===== config.mk =====
export PLATFORM = sky130hd
export DESIGN_NAME = knap_search
export DESIGN_NICKNAME = d
export VERILOG_FILES = /design/src/rtl/knap_search.sv
export SDC_FILE = /design/constraint.sdc
export NUM_CORES = 1
export LEC_CHECK = 0
export CORE_UTILIZATION = 30
export CTS_BUF_LIST = sky130_fd_sc_hd__clkbuf_4 sky130_fd_sc_hd__clkbuf_8 sky130_fd_sc_hd__clkbuf_16
export DETAILED_ROUTE_END_ITERATION = 10
export HOLD_SLACK_MARGIN = 0.12
export SKIP_CTS_REPAIR_TIMING = 1
export SLEW_MARGIN = 20
export SYNTH_ARGS = -nofsm -noshare
export SYNTH_HDL_FRONTEND = slang
export SYNTH_SLANG_ARGS = --single-unit

===== constraint.sdc =====
create_clock -name clk -period 8.6 [get_ports clk]
set_input_delay 0.86 -clock clk [delete_from_list [all_inputs] [get_ports clk]]
set_output_delay 0.86 -clock clk [all_outputs]
set_load 0.05 [all_outputs]

===== src/rtl/knap_search.sv =====
// rtl/knap_search.sv - sequential knapsack solver walking every subset mask, one per clock
// Optional KNAP_EARLY_EXIT_EN: stop at the first valid subset (satisfiability mode).
module knap_search #(
  parameter int N_ITEMS = 5,
  parameter int VAL_W   = 8,
  parameter int WT_W    = 8,
  parameter int SUM_W   = 12,
  localparam int IDX_W  = (N_ITEMS > 1) ? $clog2(N_ITEMS) : 1,
  localparam int VC_W   = N_ITEMS + 1
) (
  input  logic               clk,
  input  logic               rst,
  input  logic               item_we,
  input  logic [IDX_W-1:0]   item_idx,
  input  logic [VAL_W-1:0]   item_value,
  input  logic [WT_W-1:0]    item_weight,
  input  logic [VAL_W-1:0]   min_value,
  input  logic [WT_W-1:0]    max_weight,
  input  logic               start,
  output logic               busy,
  output logic               done,
  output logic               found,
  output logic [N_ITEMS-1:0] best_mask,
  output logic [SUM_W-1:0]   best_value,
  output logic [SUM_W-1:0]   best_weight,
  output logic [VC_W-1:0]    valid_count
);

  localparam int MAX_W = (VAL_W > WT_W) ? VAL_W : WT_W;

  if (N_ITEMS < 1 || N_ITEMS > 16) begin : g_bad_items
    $error("knap_search: N_ITEMS must be in 1..16");
  end
  if (SUM_W < MAX_W + $clog2(N_ITEMS)) begin : g_bad_sum
    $error("knap_search: SUM_W too narrow to hold a full-subset sum");
  end

  typedef enum logic [1:0] {S_IDLE, S_SCAN, S_DONE} state_t;

  state_t              state_q;
  logic [N_ITEMS-1:0]  mask_q;
  logic [VAL_W-1:0]    min_q;
  logic [WT_W-1:0]     maxw_q;
  logic [VAL_W-1:0]    val_q [N_ITEMS];
  logic [WT_W-1:0]     wt_q  [N_ITEMS];
  logic                busy_q;
  logic                done_q;
  logic                found_q;
  logic [N_ITEMS-1:0]  best_mask_q;
  logic [SUM_W-1:0]    best_value_q;
  logic [SUM_W-1:0]    best_weight_q;
  logic [VC_W-1:0]     valid_count_q;

  logic [SUM_W-1:0]    tv;
  logic [SUM_W-1:0]    tw;
  logic                valid;
  logic                better;

  always_comb begin
    tv = '0;
    tw = '0;
    for (int i = 0; i < N_ITEMS; i++) begin
      if (mask_q[i]) begin
        tv = tv + SUM_W'(val_q[i]);
        tw = tw + SUM_W'(wt_q[i]);
      end
    end
  end

  assign valid  = (tv >= SUM_W'(min_q)) && (tw <= SUM_W'(maxw_q));
  // Strict compares keep the lower mask on a full tie, since masks are visited in ascending order.
  assign better = !found_q || (tv > best_value_q) ||
                  ((tv == best_value_q) && (tw < best_weight_q));

  always_ff @(posedge clk) begin
    if (rst) begin
      state_q       <= S_IDLE;
      mask_q        <= '0;
      min_q         <= '0;
      maxw_q        <= '0;
      busy_q        <= 1'b0;
      done_q        <= 1'b0;
      found_q       <= 1'b0;
      best_mask_q   <= '0;
      best_value_q  <= '0;
      best_weight_q <= '0;
      valid_count_q <= '0;
      for (int i = 0; i < N_ITEMS; i++) begin
        val_q[i] <= '0;
        wt_q[i]  <= '0;
      end
    end else begin
      done_q <= 1'b0;
      case (state_q)
        S_IDLE: begin
          if (item_we && (int'(item_idx) < N_ITEMS)) begin
            val_q[item_idx] <= item_value;
            wt_q[item_idx]  <= item_weight;
          end
          if (start) begin
            state_q       <= S_SCAN;
            busy_q        <= 1'b1;
            mask_q        <= '0;
            min_q         <= min_value;
            maxw_q        <= max_weight;
            found_q       <= 1'b0;
            best_mask_q   <= '0;
            best_value_q  <= '0;
            best_weight_q <= '0;
            valid_count_q <= '0;
          end
        end
        S_SCAN: begin
          if (valid) begin
            valid_count_q <= valid_count_q + VC_W'(1);
            if (better) begin
              found_q       <= 1'b1;
              best_mask_q   <= mask_q;
              best_value_q  <= tv;
              best_weight_q <= tw;
            end
          end
`ifdef KNAP_EARLY_EXIT_EN
          if (valid || (mask_q == '1)) begin
`else
          if (mask_q == '1) begin
`endif
            state_q <= S_DONE;
            done_q  <= 1'b1;
          end else begin
            mask_q <= mask_q + N_ITEMS'(1);
          end
        end
        S_DONE: begin
          state_q <= S_IDLE;
          busy_q  <= 1'b0;
        end
        default: begin
          state_q <= S_IDLE;
          busy_q  <= 1'b0;
        end
      endcase
    end
  end

  assign busy        = busy_q;
  assign done        = done_q;
  assign found       = found_q;
  assign best_mask   = best_mask_q;
  assign best_value  = best_value_q;
  assign best_weight = best_weight_q;
  assign valid_count = valid_count_q;

endmodule

==> results of run 1 <==
[where the power goes]
| part | switching, uW | internal (uW) |
|---|---|---|
| clock network | 322 | 431 |
| registers | 12.6 | 735 |
| logic | 143 | 97.0 |
| total | 478 | 1260 |
[registers in the layout, indices dropped and copies added (netlist names), 5 cells and up]
name	flops
maxw_q	8
valid_count	6
best_value	12
best_weight	12
val_q	40
min_q	8
wt_q	40
best_mask	5
mask_q	5
[final timing paths]
kind / start / endpoint / slack [ns] / cells after the start
worst max register to register: mask_q[0] / best_weight[1] / 0.58 / 39
worst min register to register: maxw_q[4] / maxw_q[4] / 0.46 / 2
worst min-delay path: maxw_q[4] / maxw_q[4] / 0.46 / 2
worst max-delay path: mask_q[0] / best_weight[1] / 0.58 / 39
[cells by family after synthesis]
kind of cell / Yosys count
XOR/XNOR: 38
AO/OA/AOI/OAI: 297
other: 1
AND/OR/NAND/NOR: 379
adder cells (fa/ha/maj): 115
flip-flops: 141
buffers and inverters: 119
multiplexers: 30
[routing by layer]
layer	GRT usage, %	vias to the layer above	routed length, um
met5	0	-	0
met4	4.67	0	536
met3	2.18	26	593
met2	26.9	119	12700
met1	18.6	3882	11700
li1	-	4188	-
[placed cells by master (no fill, tap or decap), drive strengths merged, types with 8 or more instances in the layout]
| cell type | netlist | layout |
|---|---|---|
| mux2 | 18 | 18 |
| mux2i | 11 | 11 |
| nand2 | 101 | 101 |
| nor3 | 18 | 18 |
| buf | 14 | 21 |
| fa | 8 | 8 |
| a21oi | 80 | 80 |
| and3 | 23 | 23 |
| a21o | 24 | 24 |
| xnor2 | 27 | 27 |
| or3 | 8 | 8 |
| nor2b | 16 | 16 |
| nor2 | 77 | 77 |
| inv | 75 | 80 |
| dfxtp | 61 | 61 |
| clkbuf | 30 | 17 |
| a2111oi | 8 | 8 |
| edfxtp | 80 | 80 |
| a31o | 8 | 8 |
| o21a | 28 | 28 |
| o211ai | 8 | 8 |
| o41ai | 10 | 10 |
| clkdlybuf4s50 | 0 | 75 |
| o31ai | 8 | 8 |
| o31a | 9 | 9 |
| nand2b | 13 | 13 |
| xor2 | 10 | 10 |
| and2 | 79 | 79 |
| o21ai | 64 | 64 |
| a211oi | 14 | 14 |
| nand4 | 15 | 15 |
| nand3 | 12 | 12 |
| ha | 104 | 104 |
[through the flow]
stage | setup TNS (ns) | total power [uW]
after floorplan | 0 | 923
after global placement | 0 | 994
after detailed placement | 0 | 1000
after CTS | 0 | 1750
after global routing | -0.0571 | 1810
final | 0 | 1740
[worst max-delay path, delay by kind of cell (launching register included)]
family                     cells  cell delay (ns)
adders and majority gates      7             2.15
xor gates and xnor gates       2             0.23
and+or+nand+nor                7             0.86
AOI/OAI and AO/OA             19             3.60
muxes                          1             0.28
buffers and inverters          3             0.34
DFF                            1             0.43
[area by class of cell]
cell class | instances | area (um^2) | area share [%]
multi-input combinational | 861 | 6190 | 50.9
sequential | 141 | 3630 | 29.8
timing repair buffer | 96 | 906 | 7.45
tap | 448 | 561 | 4.61
clock buffer | 17 | 425 | 3.50
inverter | 75 | 282 | 2.32
clock inverter | 15 | 163 | 1.34
antenna | 1 | 2.50 | 0.0206
==> impl_metrics.ini, run 1 <==
[setup_path]
worstSetupEndpointType = flop
startpoint_type = flop
crit_required_ns = 8.91
cp_slowest_cell = dfxtp_4
crit_fanout = 12
max_stage_delay_ns = 0.43
path_class = reg -> reg
path_common_cell = ha_1
arrival_ns = 8.33

[yosys]
ys_types = 79
synthAdderAreaFrac_pct = 14.6
synth_edf_count = 80
synthMuxAreaShare_pct = 3.31
synthSimpleGateAreaFrac_pct = 18.8
synth_compound_area_share_pct = 19.7
yosysTopAreaCellShare_pct = 23.5
synth_common_cells = 104 x ha_1, 101 x nand2_1, 80 x edfxtp_1
ys.warnings.count = 0
synth_cells = 1120
yosys-top-cells-area = edfxtp_1 23%, ha_1 13%, dfxtp_1 12%, and2_1 4.8%, a21oi_1 3.9%
synth_seq_area_share_pct = 35.4
synthXorXnorAreaFrac_pct = 3.57
ys_async_sr_fraction_pct = 0
yosysMostFrequentCell = ha_1
netlist.top_cell.by_area = edfxtp_1
ys_ff_latch = 141
synth_flop_cell = edfxtp_1
syn_avg_cell_area_um2 = 9.14
synth_top_family_by_area = compound AO/OA/AOI/OAI gates
netlist_area_mm2 = 0.0102

[routing]
ant_nets = 0
firstDrtPassIters = 5
postRouteWirelength_um = 25500
vias = 8215
vias_per_cell = 4.97
dr.first_iter.drc_count = 404
avgRoutedWirePerCell_um = 15.4
drc = 0

[cells_and_area]
area_growth_pct = 18.8
post_route_cells_drive_above_1_share_pct = 8.22
nets = 1343
final_area_mm2 = 0.0122
fin_cells = 1654
final_core_util_pct = 36.2
fill_cells = 3460

[place]
place_hpwl_um = 19900
dp_cells = 1619
portBuffers = 76
gp_congestion = 0.853
dp_worst_setup_slack_ns = 0.156
dpl_cell_area_mm2 = 0.0115

[grt]
grt_pass1_wl_um = 42000
overflow = 0
grt_max_degree = 48
grt_util_all_layers_pct = 15.0
grt_pass1_vias = 8165
antenna_found_initial = 0

[sta]
fin_crit_ns = 8.02
period_share_pct = 93.2
hold_viol = 0
tightest_slew_ns = 1.01
finClkSkew_ns = 0.00724
fmax_ghz = 0.125
fin_hold_ws_ns = 0.455
setup_ws_ns = 0.581
setup_viol = 0
drv_slew = 0
slew_headroom_pct = 32.6

[min_path]
hp-class = reg -> reg

[cts]
cts_sinks = 141
cts_root_buffer = clkbuf_16
clkTransAtPathRegs_ns = 0.07
clock_path_buffers = 2
cts_buffers = 17
clock_latency_ns = 0.43
cts_htree_levels = 4
cts_tree = built

[power_and_ir_drop]
p_leak_uw = 0.00492
ir_worst_vdd_v = 0.000126
cellPowerDensity_mw_per_mm2 = 143

[run]
cap_violations = 0

[status]
status = finished, final reports clean

[die]
rows = 67
io_pins = 77
coreArea_mm2 = 0.0335
initial_core_util_pct = 30.5
dieArea_mm2 = 0.0349
die_h_um = 187
die_x_um = 187
(Power assumes the default switching activity.)
==> run 2: changes to the inputs <==
- CTS_CLUSTER_SIZE: unset -> 24
- RECOVER_POWER: unset -> 100
==> impl_metrics.ini, run 2 (synthesis gave the netlist of run 1 again) <==
[setup_path]
path_depth = 41
cp_slowest_cell = fa_1
arrival_ns = 8.34
crit_required_ns = 8.91
cp_top_family = compound AO/OA/AOI/OAI gates
cp.buffers_inverters = 3
startpoint = mask_q[0]
regToRegSetupSlack_ns = 0.57
crit_end = best_weight[1]
startpoint_type = flop
worstSetupEndpointType = flop
path_common_cell = ha_1
r2r_end = best_weight[1]
max_stage_delay_ns = 0.45
crit_fanout = 12
rr_startpoint = mask_q[0]
path_class = reg -> reg
rr_worst_depth = 41

[routing]
wl_met3_um = 655
drc = 0
firstDrtPassIters = 5
postRouteWirelength_um = 25500
avgRoutedWirePerCell_um = 15.4
vias = 8210
vias_per_cell = 4.96
wl_met2_um = 12600
wl_met1_um = 11600
ant_nets = 0
top_layer = met4
dr.first_iter.drc_count = 447

[cells_and_area]
fill_cells = 3470
nets = 1343
final_area_mm2 = 0.0121
reg_top3 = val_q (40), wt_q (40)
post_route_cells_drive_above_1_share_pct = 7.55
area_growth_pct = 18.5
final_cell_mix = 103 x ha_1, 101 x nand2_1, 80 x edfxtp_1
mostFrequentLayoutCell = ha_1
fin_cells = 1654
final_core_util_pct = 36.2

[sta]
period_share_pct = 93.3
fin_crit_ns = 8.03
fmax_ghz = 0.125
finClkSkew_ns = 0.00873
fin_hold_ws_ns = 0.456
drv_slew = 0
slew_headroom_pct = 13.8
setup_viol = 0
tns_ns = 0
tightest_slew_ns = 1.29
hold_viol = 0

[die]
die_h_um = 187
coreArea_mm2 = 0.0335
rows = 67
die_x_um = 187
initial_core_util_pct = 30.5
dieArea_mm2 = 0.0349
io_pins = 77

[power_and_ir_drop]
p_leak_uw = 0.00499
ir_worst_vdd_v = 0.000125
cellPowerDensity_mw_per_mm2 = 143

[cts]
clock_latency_ns = 0.43
cts_sinks = 141
cts_root_buffer = clkbuf_16
cts_tree = built
clock_path_buffers = 2
cts_htree_levels = 4
cts_buffers = 17
clkTransAtPathRegs_ns = 0.07

[grt]
grt_pass1_vias = 8165
overflow = 0
grt_pass1_wl_um = 42000
grt_max_degree = 48
antenna_found_initial = 0
grt_util_all_layers_pct = 15.0

[place]
place_hpwl_um = 19900
dp_cells = 1619
gp_congestion = 0.853
portBuffers = 76
dpl_cell_area_mm2 = 0.0115

[status]
status = finished, final reports clean

[run]
cap_violations = 0

[min_path]
hp-class = reg -> reg
## run 2: cell count changes in the layout (fill, tap and decap cells not counted)
cell / delta
clkdlybuf4s50_1: -40
o21ai_0: +2
buf_4: -6
or2_2: -2
and2_1: -31
or2_0: +2
o21ai_1: -2
clkbuf_1: +6
dlygate4sd3_1: +40
and2_0: +31
## run 2: how the worst min path moves through the flow
stage / start / end / slack [ns] / cells past startpoint
after detailed placement: min_q[3] / min_q[3] / 0.45 / 2
after global routing: min_q[3] / min_q[3] / 0.47 / 2
after floorplan: maxw_q[1] / maxw_q[1] / 0.44 / 2
after CTS: min_q[3] / min_q[3] / 0.46 / 2
final: maxw_q[4] / maxw_q[4] / 0.46 / 2
after global placement: min_q[3] / min_q[3] / 0.45 / 2
## run 2: worst reg2reg max path: cells and delay by family, from the launching register on
family / cells / cell delay, ns
compound gates: 17 / 3.06
flops: 1 / 0.39
xor+xnor: 1 / 0.15
simple gates: 13 / 1.76
fa+ha+maj: 7 / 2.24
buf+inv: 3 / 0.29
## run 2: layout make-up
| class | count | area, um^2 | share of cell area [%] |
|---|---|---|---|
| multi-input cells | 861 | 6190 | 51.0 |
| flip-flops and latches | 141 | 3630 | 29.9 |
| repair buffers | 96 | 883 | 7.28 |
| well taps | 448 | 561 | 4.62 |
| clock buffers | 17 | 425 | 3.51 |
| inverters | 75 | 282 | 2.32 |
| clock inverters | 15 | 163 | 1.34 |
| diodes | 1 | 2.50 | 0.0206 |
## run 2: metal layers
| layer | vias to the layer above | GRT usage, % |
|---|---|---|
| met5 | - | 0 |
| met3 | 27 | 2.18 |
| met4 | 0 | 4.67 |
| met2 | 128 | 26.9 |
| li1 | 4180 | - |
| met1 | 3875 | 18.6 |
## run 2: report_power, final
group	switching (uW)	total [uW]	internal (uW)
Sequential	12.5	748	736
Combinational	143	238	94.9
Clock	322	754	431
Total	478	1740	1260
## run 2: per-stage QoR
stage | setup slack, ns | power, uW
5_1_grt | -0.0277 | 1810
4_1_cts | 0.113 | 1750
3_3_place_gp | 0.467 | 994
2_1_floorplan | 0.680 | 923
3_5_place_dp | 0.156 | 1000
6_report | 0.575 | 1740
